===== config.mk =====
export PLATFORM = sky130hd
export DESIGN_NAME = barrett_modmul_ctrl
export DESIGN_NICKNAME = d
export VERILOG_FILES = /design/src/rtl/barrett_modmul_ctrl.sv
export SDC_FILE = /design/constraint.sdc
export NUM_CORES = 1
export LEC_CHECK = 0
export ABC_AREA = 0
export BUFFER_PORTS_ARGS = -buffer_cell sky130_fd_sc_hd__buf_2
export CORE_MARGIN = 1.5
export CORE_UTILIZATION = 51
export CTS_CLUSTER_DIAMETER = 120
export DETAILED_ROUTE_END_ITERATION = 16
export HOLD_SLACK_MARGIN = 0.1
export PLACE_DENSITY_LB_ADDON = 0.08
export RECOVER_POWER = 100
export SYNTH_ARGS = -nofsm -noshare
export SYNTH_HDL_FRONTEND = slang
export SYNTH_SLANG_ARGS = --single-unit

===== constraint.sdc =====
create_clock -name clk -period 3.6 [get_ports clk]
set_clock_uncertainty 0.1 [all_clocks]
set_input_delay 0.36 -clock clk [delete_from_list [all_inputs] [get_ports clk]]
set_output_delay 0.36 -clock clk [all_outputs]
set_load 0.02 [all_outputs]

===== src/rtl/barrett_modmul_ctrl.sv =====
// Barrett modular multiply sequencer driving one shared (W+1)-bit multiplier.
// Optional mul_done watchdog: define BARRETT_MODMUL_TIMEOUT_EN.
`timescale 1ns/1ps
module barrett_modmul_ctrl #(
  parameter int W       = 32,
  parameter int TIMEOUT = 64
) (
  input  logic           clk,
  input  logic           rst_n,
  input  logic           start,
  input  logic [W-1:0]   a_in,
  input  logic [W-1:0]   b_in,
  input  logic [W-1:0]   n_in,
  input  logic [W:0]     mu_in,
  output logic           busy,
  output logic           done,
  output logic           err,
  output logic [W-1:0]   r_out,
  output logic           mul_start,
  output logic [W:0]     mul_a,
  output logic [W:0]     mul_b,
  input  logic           mul_done,
  input  logic [2*W+1:0] mul_ab
);

  typedef enum logic [3:0] {
    IDLE, ISS_X, WT_X, ISS_Q, WT_Q,
    ISS_P, WT_P, SUB, CORR, FIN
  } state_t;

  state_t     state;
  state_t     nxt;
  logic [W:0] n_q;
  logic [W:0] mu_q;
  logic [W:0] x_q;
  logic [W:0] p_q;
  logic [W:0] r_q;
  logic [1:0] nsub;
  logic       err_q;
  logic       r_ge_n;
  logic       tmo_hit;

  assign r_ge_n = (r_q >= n_q);

`ifdef BARRETT_MODMUL_TIMEOUT_EN
  localparam int CW = $clog2(TIMEOUT + 1);
  logic [CW-1:0] tmo_cnt;
  logic          in_wait;
  logic          in_iss;

  assign in_wait = (state == WT_X) ||
                   (state == WT_Q) ||
                   (state == WT_P);
  assign in_iss  = (state == ISS_X) ||
                   (state == ISS_Q) ||
                   (state == ISS_P);

  // watchdog: cleared per issue, counts wait cycles
  always_ff @(posedge clk) begin
    if (!rst_n) begin
      tmo_cnt <= '0;
    end else if (in_iss) begin
      tmo_cnt <= '0;
    end else if (in_wait) begin
      tmo_cnt <= tmo_cnt + 1'b1;
    end
  end

  assign tmo_hit = in_wait && !mul_done &&
                   (tmo_cnt == CW'(TIMEOUT - 1));
`else
  assign tmo_hit = 1'b0;
`endif

  // state register
  always_ff @(posedge clk) begin
    if (!rst_n) state <= IDLE;
    else        state <= nxt;
  end

  // next state and strobes decoded from state
  always_comb begin
    nxt       = state;
    busy      = 1'b0;
    done      = 1'b0;
    err       = 1'b0;
    mul_start = 1'b0;
    unique case (state)
      IDLE: begin
        if (start) nxt = n_in[W-1] ? ISS_X : FIN;
      end
      ISS_X: begin
        busy      = 1'b1;
        mul_start = 1'b1;
        nxt       = WT_X;
      end
      WT_X: begin
        busy = 1'b1;
        if (mul_done)     nxt = ISS_Q;
        else if (tmo_hit) nxt = FIN;
      end
      ISS_Q: begin
        busy      = 1'b1;
        mul_start = 1'b1;
        nxt       = WT_Q;
      end
      WT_Q: begin
        busy = 1'b1;
        if (mul_done)     nxt = ISS_P;
        else if (tmo_hit) nxt = FIN;
      end
      ISS_P: begin
        busy      = 1'b1;
        mul_start = 1'b1;
        nxt       = WT_P;
      end
      WT_P: begin
        busy = 1'b1;
        if (mul_done)     nxt = SUB;
        else if (tmo_hit) nxt = FIN;
      end
      SUB: begin
        busy = 1'b1;
        nxt  = CORR;
      end
      CORR: begin
        busy = 1'b1;
        if (!r_ge_n || nsub == 2'd2) nxt = FIN;
      end
      FIN: begin
        done = 1'b1;
        err  = err_q;
        nxt  = IDLE;
      end
      default: nxt = IDLE;
    endcase
  end

  // multiplier operands, loaded on the edge into each issue state
  always_ff @(posedge clk) begin
    if (!rst_n) begin
      mul_a <= '0;
      mul_b <= '0;
    end else begin
      unique case (state)
        IDLE: begin
          if (start && n_in[W-1]) begin
            mul_a <= {1'b0, a_in};
            mul_b <= {1'b0, b_in};
          end
        end
        WT_X: begin
          if (mul_done) begin
            mul_a <= mul_ab[2*W-1:W-1];
            mul_b <= mu_q;
          end
        end
        WT_Q: begin
          if (mul_done) begin
            mul_a <= mul_ab[2*W+1:W+1];
            mul_b <= n_q;
          end
        end
        default: ;
      endcase
    end
  end

  // latched modulus, mu and intermediate products
  always_ff @(posedge clk) begin
    if (!rst_n) begin
      n_q  <= '0;
      mu_q <= '0;
      x_q  <= '0;
      p_q  <= '0;
    end else begin
      if (state == IDLE && start) begin
        n_q  <= {1'b0, n_in};
        mu_q <= mu_in;
      end
      if (state == WT_X && mul_done) x_q <= mul_ab[W:0];
      if (state == WT_P && mul_done) p_q <= mul_ab[W:0];
    end
  end

  // remainder, correction count, error flag and result
  always_ff @(posedge clk) begin
    if (!rst_n) begin
      r_q   <= '0;
      nsub  <= '0;
      err_q <= 1'b0;
      r_out <= '0;
    end else begin
      unique case (state)
        IDLE: begin
          if (start) begin
            nsub  <= '0;
            err_q <= ~n_in[W-1];
            if (!n_in[W-1]) r_out <= '0;
          end
        end
        WT_X, WT_Q, WT_P: begin
          if (tmo_hit) begin
            err_q <= 1'b1;
            r_out <= '0;
          end
        end
        SUB: r_q <= x_q - p_q;
        CORR: begin
          if (!r_ge_n) begin
            r_out <= r_q[W-1:0];
          end else if (nsub == 2'd2) begin
            err_q <= 1'b1;
            r_out <= '0;
          end else begin
            r_q  <= r_q - n_q;
            nsub <= nsub + 2'd1;
          end
        end
        default: ;
      endcase
    end
  end

endmodule


==> impl_metrics.tcl, run 1 <==
set metrics [dict create \
    p_comb_frac 0.427 \
    gp_congestion 0.914 \
    violations "capacitance limit, slew limit" \
    pwr-share-clk 0.263 \
    hold_violations 0 \
    cts_resized 0 \
    drc 0 \
    synth_top_area_cell "dfxtp_1" \
    hold_slack_ps 117 \
    postCtsSetupRepairBufs 0 \
    netlist.area_leader.share 0.381 \
    drive_gt1_frac 0.132 \
    routed_wl_um 47600 \
    yosysUniqueCellTypes 74 \
    start_util 0.521 \
    cts.htree.levels 1 \
    die_width_um 169 \
    syn_nets 2099 \
    ys_warn_count 0 \
    most-common-layout-cells "nand2_1, dfxtp_1, a21oi_1, buf_2, dlygate4sd3_1" \
    cts_hold_buf 170 \
    setup_violations 0 \
    nets 2509 \
    crit_type "flop to flop" \
    yosysSeqAreaShare 0.381 \
    synth-async-reset-ratio 0 \
    root_buffer "clkbuf_16" \
    grt_pass1_wl_um 74200 \
    dpl.hpwl_um 32300 \
    cell_internal_pwr_mw 7.11 \
    ant_nets 0 \
    setup_ws_ps 189 \
    crit_fanout 52 \
    fp-row-count 60 \
    worst_pin_slew_ps 1660 \
    track_usage 0.319 \
    setup.reg_to_reg.worst_slack_ps 190 \
    synth_ff_type "dfxtp_1" \
    clkSinkCount 269 \
    hold_depth 3 \
    swShare 0.395 \
    clk_latency_ps 560 \
    areaGrowthSynthToFinish_pct 30.5 \
    coreArea_mm2 0.0271 \
    fillers 2311 \
    synth_enable_flop_cells 0 \
    ir_worst_vdd_mv 0.401 \
    tns_ps 0 \
    crit_required_ps 4000 \
    synthTopCellsByArea "dfxtp_1, nand2_1, a21oi_1" \
    syn_avg_cell_area_um2 7.71 \
    end_kind "flop" \
    syn_area_mm2 0.0141 \
    dr.pass1.iters 8 \
    portBuffers 300 \
    cp.arrival_ps 3810 \
    syn_inst 1833 \
    critPathLaunchType "flop" \
    die_height_um 169 \
    drt_iter0_drc 1414 \
    power.leakage_nw 7.44 \
    fin_crit_sh 0.948 \
    avgViaCountPerCell 5.73 \
    vias 15121 \
    grt_max_degree 101 \
    worstRegToRegCells 8 \
    grt_antenna_before_repair 6 \
    cts_buffers 30 \
    die_area_mm2 0.0287 \
    grt_pass1_vias 14361 \
    final_common_cell "nand2_1" \
    netSwitchingPower_mw 4.64 \
    wire_per_inst_um 18.0 \
    hold_path.class "input port to flop" \
    maxSlewViolCount 34 \
    grt_setup_unrepaired "false" \
    p_total_mw 11.8 \
    cts_tree "done" \
    overflow 0 \
    cap_violations 1 \
    layout_min_cycle_time_ps 3410 \
    dp.cells 2413 \
    ios 301 \
    outcome "finished with violations" \
    final_cells 2641 \
    max_freq_mhz 293 \
    pwr_density_cell_mw_per_mm2 638 \
    clk_pin_slew_worst_paths_ps 60 \
    dp_worst_setup_slack_ps 329 \
    pwr-share-seq 0.310 \
    clockBufferDepth 3 \
    slew_headroom -0.108 \
    synth_seq_cells 269 \
]
==> synthesized netlist by cell type (4+ instances only) <==
master    count
o21a_1        6
and2_1        6
nand4_1      18
and3_1        7
o31ai_1       4
a21oi_1     232
buf_2        18
nor2b_1       7
nor4_1        5
clkbuf_1     96
nor3_1       24
buf_1         8
a31oi_1      10
nand3_1      27
nor2_1      134
nand2_1     400
o21bai_1      7
o211ai_1     14
a211oi_1     20
o31a_1        5
a21o_1       24
ha_1         65
xor2_1       20
nand3b_1      5
xnor2_1      30
nand2b_1     13
a311oi_1     68
inv_1        80
a22o_1       32
o21ai_0      49
a22oi_1      65
or3_1         6
dfxtp_1     269
==> power by group through the flow <==
stage | sequential (mW) | combinational (mW) | clock, mW
final | 3.64 | 5.02 | 3.09
after global routing | 3.68 | 5.51 | 3.25
after CTS | 3.62 | 4.99 | 3.14
after detailed placement | 3.69 | 4.78 | 0
after global placement | 3.68 | 4.78 | 0
after floorplan | 3.81 | 3.30 | 0
==> state kept, by name (all words and copies together) (netlist names) <==
| name | count |
|---|---|
| r_out | 32 |
| mul_b | 33 |
| err_q | 1 |
| p_q | 33 |
| mul_a | 33 |
| mu_q | 33 |
| x_q | 33 |
| state | 4 |
| n_q | 32 |
| nsub | 2 |
| r_q | 33 |
==> per-layer routing <==
metal | vias up | share of wire | global-route usage | wire length, um
met5 | - | 0.00044 | 0 | 21
met4 | 4 | 0.051 | 0.172 | 2430
met3 | 151 | 0.071 | 0.0464 | 3400
met2 | 682 | 0.46 | 0.529 | 21900
met1 | 6970 | 0.42 | 0.403 | 19800
li1 | 7314 | - | - | -
==> layout make-up <==
class,instances,area [um2],share of cell area
Antenna cell,4,10.0,0.000543
Clock buffer,45,898,0.0487
Clock inverter,9,101,0.00550
Inverter,81,309,0.0168
Multi-Input combinational cell,1358,7950,0.431
Sequential cell,269,5390,0.292
Tap cell,372,465,0.0252
Timing Repair Buffer,503,3320,0.180
==> worst max-delay path, cell delays in order, from the launching register on <==
cell,delay (ps)
dfxtp_1,470
nand2_1,190
nor3_1,520
nor2_4,100
o21ai_4,150
clkbuf_2,780
nor2_1,130
a311oi_1,310
dlygate4sd3_1,580
==> worst paths after layout <==
check	from	to
worst max register to register	state[1]$_SDFFE_PN0P_	mul_a[26]$_SDFFE_PN0P_
worst min register to register	p_q[23]$_SDFFE_PN0P_	p_q[23]$_SDFFE_PN0P_
worst max-delay path	state[1]$_SDFFE_PN0P_	mul_a[26]$_SDFFE_PN0P_
worst min-delay path	mul_ab[56]	mul_a[23]$_SDFFE_PN0P_
==> through the flow <==
stage                     instance area (um2)   util
after floorplan                         14100      -
after global placement                  15900  0.586
after detailed placement                15900  0.586
after CTS                               18600  0.686
after global routing                    18400  0.680
final                                   18400  0.680
==> kinds of logic (layout without fill, tap and decap cells) <==
family          after synthesis  count (layout)  synth area share
compound gates              574             574             0.270
xor+xnor                     50              50            0.0310
fa+ha+maj                    67              67            0.0604
buf+inv                     206             638            0.0579
flops                       269             269             0.381
mux                           3               3           0.00221
other cells                   0               4                 0
simple gates                664             664             0.197
Note: power is estimated with default switching activity, not from simulation.
==> run 2: changes to the inputs <==
==> constraint.sdc (replaced) <==
create_clock -name clk -period 3.6 [get_ports clk]
set_clock_uncertainty 0.1 [all_clocks]
set_input_delay 0.54 -clock clk [delete_from_list [all_inputs] [get_ports clk]]
set_output_delay 0.54 -clock clk [all_outputs]
set_load 0.02 [all_outputs]
==> run 2 against run 1 <==
Effect of this change:
- the flow still finishes with violations (capacitance limit, slew limit)
- maximum frequency up 2.1%
- non-clock buffer count decreased by 172
- sequential share of layout area is 3.2 points higher
- core utilization fell by 6.7 points
- sequential cell count unchanged
- largest cell class unchanged
- largest power group unchanged
- highest routed layer unchanged
==> impl_metrics.tcl, run 2 (synthesized netlist as in run 1, its figures left out) <==
set metrics [dict create \
    clkSinkCount 269 \
    drive_gt1_frac 0.140 \
    slew_headroom -0.224 \
    coreArea_mm2 0.0271 \
    avgViaCountPerCell 5.67 \
    vias 13954 \
    stdcell_area_mm2 0.0166 \
    cts.htree.levels 1 \
    cts_buffers 29 \
    placed_cell_area_mm2 0.0159 \
    wire_per_inst_um 18.0 \
    gp_congestion 0.910 \
    tns_ps 0 \
    crit_fanout 15 \
    portBuffers 300 \
    dr.pass1.iters 5 \
    root_buffer "clkbuf_16" \
    grt_pass1_vias 13019 \
    areaGrowthSynthToFinish_pct 17.8 \
    worst_pin_slew_ps 1840 \
    max_freq_mhz 299 \
    fin_crit_sh 0.928 \
    track_usage 0.298 \
    layout_min_cycle_time_ps 3340 \
    die_area_mm2 0.0287 \
    cts_hold_buf 0 \
    outcome "finished with violations" \
    cap_violations 1 \
    hold_slack_ps 129 \
    grt_pass1_wl_um 68900 \
    ir_worst_vdd_mv 0.467 \
    overflow 0 \
    end_kind "flop" \
    maxSlewViolCount 34 \
    crit_type "flop to flop" \
    clk_latency_ps 550 \
    routed_wl_um 44400 \
    violations "capacitance limit, slew limit" \
    pwr_density_cell_mw_per_mm2 681 \
    hold_violations 0 \
    final_common_cell "nand2_1" \
    nets 2336 \
    grt_max_degree 134 \
    critPathLaunchType "flop" \
    postCtsSetupRepairBufs 0 \
    hold_path.class "input port to flop" \
    fp-row-count 60 \
    ant_nets 0 \
    die_height_um 169 \
    drt_iter0_drc 1001 \
    drc 0 \
    ios 301 \
    grt_setup_unrepaired "false" \
    setup_violations 0 \
    start_util 0.521 \
    dpl.hpwl_um 32300 \
    clk_pin_slew_worst_paths_ps 60 \
    power.leakage_nw 6.66 \
    most-common-layout-cells "nand2_1, dfxtp_1, a21oi_1, buf_2, nor2_1" \
    cp.arrival_ps 3710 \
    die_width_um 169 \
    cts_tree "done" \
    clockBufferDepth 3 \
    grt_antenna_before_repair 4 \
    crit_required_ps 3970 \
]
## run 2: cell types whose count changed in the layout (fill, tap and decap cells not counted), sizes merged
cell,before,now
dlygate4sd3,170,0
clkbuf,153,148
buf,225,222
diode,4,2
clkinv,6,7
inv,81,82
## run 2: power by group
group | switching [mW] | internal (mW)
Sequential | 0.283 | 3.35
Clock | 1.21 | 1.70
Combinational | 3.03 | 1.76
Total | 4.52 | 6.81
## run 2: critical path: stages (launching register included)
cell      delay [ps]
dfxtp_1          370
inv_1             70
ha_1             430
a21oi_1          190
nor2_1            60
a211oi_1         460
o211ai_1         230
a211oi_2         290
a21oi_4          130
o21ai_2          420
buf_4            310
a311oi_1          60
nor3_1           140
## run 2: cell type report
type | count | area (um2)
diodes | 2 | 5.00
well taps | 372 | 465
clock buffers | 39 | 803
clock inverters | 11 | 123
flip-flops and latches | 269 | 5390
inverters | 81 | 309
fillers | 2629 | 10500
multi-input cells | 1358 | 7930
repair buffers | 331 | 1610
## run 2: final timing paths
path / depth (start not counted) / slack (ps) / end / start
setup reg to reg: 12 / 260 / r_q[2]$_SDFFE_PN0P_ / n_q[26]$_SDFFE_PN0P_
hold / removal: 3 / 130 / mu_q[13]$_SDFFE_PN0P_ / mu_in[13]
setup / recovery: 12 / 260 / r_q[2]$_SDFFE_PN0P_ / n_q[26]$_SDFFE_PN0P_
hold reg to reg: 2 / 350 / p_q[16]$_SDFFE_PN0P_ / p_q[16]$_SDFFE_PN0P_
## run 2: layer usage
layer / track usage / up-vias / routed length [um]
li1: - / 6980 / -
met3: 0.0459 / 70 / 3060
met4: 0.0854 / 4 / 1180
met2: 0.509 / 456 / 20900
met1: 0.390 / 6444 / 19200
met5: 0 / - / 23
## run 2: stage by stage
stage,util,power (mW),cells,worst slack [ps]
2_1_floorplan,-,7.11,1833,896
3_3_place_gp,0.586,8.45,2411,403
3_5_place_dp,0.586,8.47,2411,303
4_1_cts,0.620,11.4,2461,273
5_1_grt,0.614,12.0,2463,27.3
6_report,0.614,11.3,2463,260
## run 2: what timing repair did
item                       CTS  global route
hold endpoints to repair     0             0
setup endpoints to repair    0             2
resized for setup            0             1
==> run 3: changes to the inputs <==
Settings changed: CORE_MARGIN 1.5 to 3.
==> run 3 against run 2 <==
Effect of this change:
- worst setup slack improved by 49 ps
- the flow still finishes with violations (capacitance limit, slew limit)
- critical endpoint is now r_out[23]$_SDFFE_PN0P_
- core utilization rose by 0.44 points
- die area rose by 3.6%
- largest cell class unchanged
==> impl_metrics.tcl, run 3 (synthesized netlist as in run 1, its figures left out) <==
set metrics [dict create \
    outcome "finished with violations" \
    violations "capacitance limit, slew limit" \
    drc 0 \
    worstRegToRegCells 12 \
    fillers 2562 \
    p_total_mw 11.6 \
    nets 2336 \
    vias 14260 \
    cts.htree.levels 1 \
    coreArea_mm2 0.0271 \
    areaGrowthSynthToFinish_pct 18.6 \
    portBuffers 300 \
    cts_buffers 30 \
    cts_tree "done" \
    end_kind "flop" \
    cp.arrival_ps 3680 \
    hold_violations 0 \
    pwr-share-seq 0.314 \
    crit_type "flop to flop" \
    hold_path.class "input port to flop" \
    cap_violations 1 \
    ir_worst_vdd_mv 0.420 \
    grt_pass1_vias 12984 \
    pwr-share-clk 0.271 \
    dpl.hpwl_um 32400 \
    critPathLaunchType "flop" \
    postCtsSetupRepairBufs 0 \
    p_comb_frac 0.415 \
    pwr_density_cell_mw_per_mm2 692 \
    crit_required_ps 3990 \
    worst_pin_slew_ps 1710 \
    fp-row-count 60 \
    swShare 0.394 \
    dr.pass1.iters 8 \
    maxSlewViolCount 34 \
    root_buffer "clkbuf_16" \
    clkSinkCount 269 \
    ant_nets 0 \
    die_width_um 172 \
    power.leakage_nw 6.71 \
    fin_crit_sh 0.914 \
    clk_pin_slew_worst_paths_ps 60 \
    ios 301 \
    clk_latency_ps 550 \
    grt_pass1_wl_um 68800 \
    avgViaCountPerCell 5.77 \
    track_usage 0.284 \
    crit_fanout 14 \
    most-common-layout-cells "nand2_1, dfxtp_1, a21oi_1, buf_2, nor2_1" \
    final_common_cell "nand2_1" \
    grt_setup_unrepaired "false" \
    die_area_mm2 0.0297 \
    slew_headroom -0.137 \
    grt_max_degree 132 \
    layout_min_cycle_time_ps 3290 \
    netSwitchingPower_mw 4.57 \
    overflow 0 \
    r2r_start "n_q[1]$_SDFFE_PN0P_" \
    max_freq_mhz 304 \
    grt_antenna_before_repair 5 \
    die_height_um 172 \
    drive_gt1_frac 0.144 \
    cell_internal_pwr_mw 7.02 \
    wire_per_inst_um 18.2 \
    routed_wl_um 44900 \
    hold_depth 3 \
    startpoint "n_q[1]$_SDFFE_PN0P_" \
    tns_ps 0 \
    min-delay-start "n_in[5]" \
    clockBufferDepth 3 \
    gp_congestion 0.929 \
    start_util 0.521 \
    drt_iter0_drc 1064 \
    setup_violations 0 \
]
## run 3: worst paths after layout
path	end	slack, ps
worst min-delay path	n_q[5]$_SDFFE_PN0P_	130
worst min register to register	p_q[18]$_SDFFE_PN0P_	350
worst max register to register	r_out[23]$_SDFFE_PN0P_	310
worst max-delay path	r_out[23]$_SDFFE_PN0P_	310
## run 3: metrics by stage
stage	worst slack (ps)	area (um2)	hold WS (ps)	std cells	utilization
2_1_floorplan	896	14100	336	1833	-
3_3_place_gp	404	15900	342	2410	0.586
3_5_place_dp	300	15900	347	2410	0.586
4_1_cts	268	16900	107	2465	0.624
5_1_grt	36.0	16700	122	2469	0.618
6_report	309	16800	125	2470	0.618
## run 3: area by class of cell
| class | count | area (um2) | area share |
|---|---|---|---|
| multi-input cells | 1358 | 7950 | 0.474 |
| flip-flops and latches | 269 | 5390 | 0.321 |
| repair buffers | 330 | 1600 | 0.0955 |
| clock buffers | 44 | 915 | 0.0546 |
| well taps | 372 | 465 | 0.0278 |
| inverters | 81 | 309 | 0.0184 |
| clock inverters | 11 | 118 | 0.00702 |
| diodes | 5 | 12.5 | 0.000747 |
## run 3: per-layer routing
layer	track usage	wire length, um	up-vias
li1	-	-	6984
met1	0.381	18900	6648
met2	0.479	21200	546
met3	0.0396	3330	80
met4	0.0840	1350	2
met5	0	7	-
## run 3: power by group through the flow
stage | clock network [mW] | logic (mW) | registers, mW
final | 3.15 | 4.81 | 3.64
after global routing | 3.31 | 5.29 | 3.68
after CTS | 3.19 | 4.82 | 3.63
after detailed placement | 0 | 4.77 | 3.69
after global placement | 0 | 4.76 | 3.68
after floorplan | 0 | 3.30 | 3.81
## run 3: critical path, cell delays in order (launching register included)
cell,delay (ps)
dfxtp_1,420
inv_1,70
ha_1,300
nor2b_1,180
o2111ai_1,150
a31oi_1,280
or3_1,250
nand3_1,140
a21oi_2,360
nand2b_1,170
a221oi_4,360
buf_4,290
a22o_1,160
## run 3: timing repair
action                                  in CTS  in global routing
hold buffers                                 0                  0
endpoints found under the setup margin       0                  5
resized for setup                            0                  1
